`src/rtl/alu_nibble_seq.sv`:
```
// Nibble-serial sequencer driving a 4-bit carry-lookahead ALU slice, LSB nibble first.
// Optional ALU_NIBBLE_SEQ_ZERO_FLAG_EN adds a registered all-zero result flag.
module alu_nibble_seq #(
  parameter int unsigned NIBBLES = 4,
  localparam int unsigned WIDTH = 4 * NIBBLES
) (
  input  logic             clk,
  input  logic             rst,
  input  logic             start,
  input  logic [3:0]       sel,
  input  logic             m,
  input  logic             cin_n,
  input  logic [WIDTH-1:0] a,
  input  logic [WIDTH-1:0] b,
  output logic             busy,
  output logic             done,
  output logic [WIDTH-1:0] result,
  output logic             cout_n,
  output logic             eq,
`ifdef ALU_NIBBLE_SEQ_ZERO_FLAG_EN
  output logic             zero,
`endif
  output logic [3:0]       slice_a,
  output logic [3:0]       slice_b,
  output logic [3:0]       slice_sel,
  output logic             slice_m,
  output logic             slice_cin,
  input  logic [3:0]       slice_f,
  input  logic             slice_cn4,
  input  logic             slice_eq
);

  localparam int unsigned     IDX_W    = $clog2(NIBBLES);
  localparam logic [IDX_W-1:0] LAST_IDX = IDX_W'(NIBBLES - 1);

  localparam logic [1:0] S_IDLE = 2'd0;
  localparam logic [1:0] S_RUN  = 2'd1;
  localparam logic [1:0] S_DONE = 2'd2;

  logic [1:0]       state_q, state_d;
  logic [IDX_W-1:0] idx_q, idx_d;
  logic             carry_q, carry_d;
  logic             eqacc_q, eqacc_d;
  logic [WIDTH-1:0] a_q, a_d;
  logic [WIDTH-1:0] b_q, b_d;
  logic [3:0]       sel_q, sel_d;
  logic             m_q, m_d;
  logic [WIDTH-1:0] result_q, result_d;
  logic             cout_n_q, cout_n_d;
  logic             eq_q, eq_d;
  logic             busy_q, busy_d;
  logic             done_q, done_d;
`ifdef ALU_NIBBLE_SEQ_ZERO_FLAG_EN
  logic             zero_q, zero_d;
`endif

  // Slice is fed straight from latched operands; carry stays active-low throughout.
  assign slice_a   = a_q[{idx_q, 2'b00} +: 4];
  assign slice_b   = b_q[{idx_q, 2'b00} +: 4];
  assign slice_sel = sel_q;
  assign slice_m   = m_q;
  assign slice_cin = carry_q;

  assign busy   = busy_q;
  assign done   = done_q;
  assign result = result_q;
  assign cout_n = cout_n_q;
  assign eq     = eq_q;
`ifdef ALU_NIBBLE_SEQ_ZERO_FLAG_EN
  assign zero   = zero_q;
`endif

  always_comb begin
    state_d  = state_q;
    idx_d    = idx_q;
    carry_d  = carry_q;
    eqacc_d  = eqacc_q;
    a_d      = a_q;
    b_d      = b_q;
    sel_d    = sel_q;
    m_d      = m_q;
    result_d = result_q;
    cout_n_d = cout_n_q;
    eq_d     = eq_q;
`ifdef ALU_NIBBLE_SEQ_ZERO_FLAG_EN
    zero_d   = zero_q;
`endif
    case (state_q)
      S_IDLE: begin
        if (start) begin
          a_d      = a;
          b_d      = b;
          sel_d    = sel;
          m_d      = m;
          carry_d  = cin_n;
          idx_d    = '0;
          eqacc_d  = 1'b1;
          result_d = '0;
`ifdef ALU_NIBBLE_SEQ_ZERO_FLAG_EN
          zero_d   = 1'b0;
`endif
          state_d  = S_RUN;
        end
      end
      S_RUN: begin
        result_d[{idx_q, 2'b00} +: 4] = slice_f;
        carry_d = slice_cn4;
        eqacc_d = eqacc_q & slice_eq;
        if (idx_q == LAST_IDX) begin
          // Flags are registered on the way into DONE so they are valid with done.
          cout_n_d = m_q | slice_cn4;
          eq_d     = eqacc_q & slice_eq;
`ifdef ALU_NIBBLE_SEQ_ZERO_FLAG_EN
          zero_d   = (result_d == '0);
`endif
          state_d  = S_DONE;
        end else begin
          idx_d = idx_q + IDX_W'(1);
        end
      end
      S_DONE:  state_d = S_IDLE;
      default: state_d = S_IDLE;
    endcase
    busy_d = (state_d == S_RUN);
    done_d = (state_d == S_DONE);
  end

  always_ff @(posedge clk) begin
    if (rst) begin
      state_q  <= S_IDLE;
      idx_q    <= '0;
      carry_q  <= 1'b1;
      eqacc_q  <= 1'b0;
      a_q      <= '0;
      b_q      <= '0;
      sel_q    <= '0;
      m_q      <= 1'b0;
      result_q <= '0;
      cout_n_q <= 1'b1;
      eq_q     <= 1'b0;
      busy_q   <= 1'b0;
      done_q   <= 1'b0;
`ifdef ALU_NIBBLE_SEQ_ZERO_FLAG_EN
      zero_q   <= 1'b0;
`endif
    end else begin
      state_q  <= state_d;
      idx_q    <= idx_d;
      carry_q  <= carry_d;
      eqacc_q  <= eqacc_d;
      a_q      <= a_d;
      b_q      <= b_d;
      sel_q    <= sel_d;
      m_q      <= m_d;
      result_q <= result_d;
      cout_n_q <= cout_n_d;
      eq_q     <= eq_d;
      busy_q   <= busy_d;
      done_q   <= done_d;
`ifdef ALU_NIBBLE_SEQ_ZERO_FLAG_EN
      zero_q   <= zero_d;
`endif
    end
  end

endmodule

```
`config.mk`:
```
export PLATFORM = sky130hd
export DESIGN_NAME = alu_nibble_seq
export DESIGN_NICKNAME = d
export VERILOG_FILES = /design/src/rtl/alu_nibble_seq.sv
export SDC_FILE = /design/constraint.sdc
export NUM_CORES = 1
export LEC_CHECK = 0
export CELL_PAD_IN_SITES_DETAIL_PLACEMENT = 0
export CELL_PAD_IN_SITES_GLOBAL_PLACEMENT = 1
export CORE_ASPECT_RATIO = 1.4
export CORE_UTILIZATION = 35
export CTS_CLUSTER_SIZE = 12
export DETAILED_ROUTE_END_ITERATION = 10
export HOLD_SLACK_MARGIN = 0.05
export PLACE_DENSITY = 0.79
export SYNTH_ARGS = -nofsm -noshare
export SYNTH_HDL_FRONTEND = slang
export SYNTH_SLANG_ARGS = --single-unit
export TNS_END_PERCENT = 50
```
`constraint.sdc`:
```
create_clock -name clk -period 3.8 [get_ports clk]
set_input_delay 0.76 -clock clk [delete_from_list [all_inputs] [get_ports clk]]
set_output_delay 0.76 -clock clk [all_outputs]
set_load 0.1 [all_outputs]
```
==> results.json <==
{
  "die_w_um": 75.7,
  "grt_pass1_vias": 2141,
  "grtUsageTotal_pct": 16.3,
  "cp-startpoint": "idx_q[0]",
  "dp_slack_ns": 0.987,
  "power_switching_uw": 453,
  "via_per_inst": 4.82,
  "worst-path-buf-inv": 2,
  "synth_warnings": 0,
  "yosysUniqueCellTypes": 33,
  "slowest_stage": "dfxtp_1",
  "yosys.cell_count.top_type": "nand2_1",
  "cts_tree": "built",
  "grt_max_degree": 38,
  "placedInstanceArea_um2": 3430,
  "antenna_found_initial": 0,
  "min_from": "b_q[11]",
  "finalPower_mw": 1.75,
  "syn_nets": 337,
  "overflow": 0,
  "areaGrowthSynthToFinish_pct": 38.9,
  "synth_commonest_cells": "nand2_1, dfxtp_1, a21oi_1",
  "tightestPinTransition_ns": 1.19,
  "ys_ff_latch": 63,
  "first_iter_violations": 86,
  "rsz0062_at_grt": "false",
  "final_area_um2": 3700,
  "vias": 2221,
  "final_cells": 461,
  "yosysTopAreaCellShare_pct": 47.4,
  "fin_nets": 412,
  "clock_skew_ns": 0.00700,
  "fmaxAchievable_mhz": 368,
  "fin_crit_ns": 2.72,
  "holdCritPathClass": "reg -> reg",
  "slew-limit-headroom_pct": 20.9,
  "syn_area_um2": 2660,
  "p_sw_share_pct": 25.8,
  "avgRoutedWirePerCell_um": 13.1,
  "synth_cells": 284,
  "fp.coreArea_um2": 7360,
  "cts.sinks": 63,
  "dr.pass1.iters": 4,
  "finalSetupTns_ns": 0,
  "slew_violations": 0,
  "worst-path-max-fanout": 12,
  "placement.io_buffers": 80,
  "reg2reg_from": "idx_q[0]",
  "final_util_pct": 50.2,
  "leakagePower_nw": 1.38,
  "critPathRequiredTime_ns": 3.04,
  "grt_pass1_wl_mm": 9.81,
  "synth.area.top_cells": "dfxtp_1, nand2_1, a21oi_1",
  "wirelength_mm": 6.06,
  "worst_path_most_repeated_cell": "buf_4",
  "final_hold_viol_count": 0,
  "worstPathCellList": "buf_4 > mux4_2 > buf_4",
  "vdd_drop_max_mv": 0.203,
  "power_frac_comb_pct": 16.0,
  "clk_path_buf_depth": 2,
  "powerDensity_nw_per_um2": 474,
  "critPathMaxStageDelay_ns": 0.56,
  "end_kind": "output port",
  "seq_area_frac_synth_pct": 47.4,
  "drc_errors": 0,
  "io-pin-count": 81,
  "hold_slack_ns": 0.451,
  "cp.arrival_ns": 1.96,
  "ant_nets": 0,
  "clk_latency_ns": 0.33,
  "cts_resized": 0,
  "post_cts_buffers": 0,
  "path_clk_slew_ns": 0.07,
  "gp_congestion": 0.745,
  "fin_crit_sh_pct": 71.6,
  "start_kind": "flip-flop",
  "crit_family": "flip-flops",
  "cts_buffers": 9,
  "die-area_um2": 7970,
  "ys.flop_type": "dfxtp_1",
  "status": "complete, no violations",
  "dp_hpwl_mm": 4.38,
  "cts_hold_buffers": 0,
  "synth_enable_flop_cells": 0,
  "dp_cells": 445,
  "synthArstFlopShare_pct": 0,
  "drive_gt1_share_pct": 11.8,
  "setup_violations": 0,
  "cts_root_buf": "clkbuf_8",
  "layout_setup_ws_ns": 1.08,
  "antenna_cells": 0,
  "yosys.area.top_type": "dfxtp_1",
  "start_util_pct": 36.2,
  "pwr-share-seq_pct": 40.6,
  "syn_avg_cell_area_um2": 9.38,
  "maxCapViolCount": 0,
  "clkPwrFrac_pct": 43.5,
  "row_count": 37,
  "path_class": "reg -> out",
  "die_y_um": 105,
  "htree_levels": 3,
  "internal_power_mw": 1.30
}
[flip-flops by register name, indices dropped and copies added (netlist names)]
name	flops
cout_n	1
b_q	16
slice_m	1
busy	1
idx_q	2
slice_sel	4
done	1
eq	1
state_q	2
eqacc_q	1
result	16
a_q	16
slice_cin	1
[layout make-up]
cell class,instances,area [um2]
clock buffer,9,124
clock inverter,7,145
fill,703,3660
inverter,4,15.0
multi-input combinational,197,1220
sequential,63,1260
tap,97,121
timing repair buffer,84,806
[tightest hold or removal path, stage by stage, from the launching register on]
cell	delay, ns
dfxtp_1	0.31
nand2_1	0.05
a21oi_1	0.05
[cells by family after synthesis]
group | count (synthesis) | share of synthesized area [%]
adders and majority gates | 6 | 2.82
DFF | 63 | 47.4
muxes | 13 | 8.83
buffers and inverters | 24 | 6.63
AOI/OAI and AO/OA | 70 | 16.0
and+or+nand+nor | 108 | 18.4
[power by group through the flow]
stage                     clock (mW)  sequential [mW]  combinational [mW]
after detailed placement           0            0.726               0.282
after global placement             0            0.725               0.280
final                          0.762            0.711               0.280
after CTS                      0.782            0.711               0.283
after floorplan                    0            0.765               0.160
after global routing           0.811            0.714               0.300
[per-layer routing]
layer | track usage (%) | vias to the layer above | part of all wire [%]
met5 | 0 | - | 0
li1 | - | 1131 | -
met3 | 4.05 | 9 | 4.2
met2 | 27.4 | 52 | 51
met1 | 19.1 | 1029 | 43
met4 | 6.75 | 0 | 1.6
[worst paths after layout]
check	endpoint	slack [ns]	cells after the start
hold / removal	b_q[11]	0.45	2
setup / recovery	slice_a[2]	1.08	3
hold reg to reg	b_q[11]	0.45	2
setup reg to reg	result[6]	1.54	6
[cell usage in the layout (no fill, tap or decap), types with 2 or more instances in the layout]
cell and instances:
a21oi_1 46, a22o_1 8, a31oi_1 2, and3_1 3
buf_4 12, bufinv_16 4, clkbuf_8 9, clkdlybuf4s50_1 71
clkinv_4 2, dfxtp_1 63, ha_1 6, inv_1 4
mux2_2 4, mux4_2 8, nand2_1 80, nand2b_1 4
nand3_1 2, nor2_1 4, nor2b_1 5, nor3_1 3
o21ai_0 2, o21bai_1 3, o2bb2ai_1 8
No activity file was read; power rests on OpenSTA's default activity.
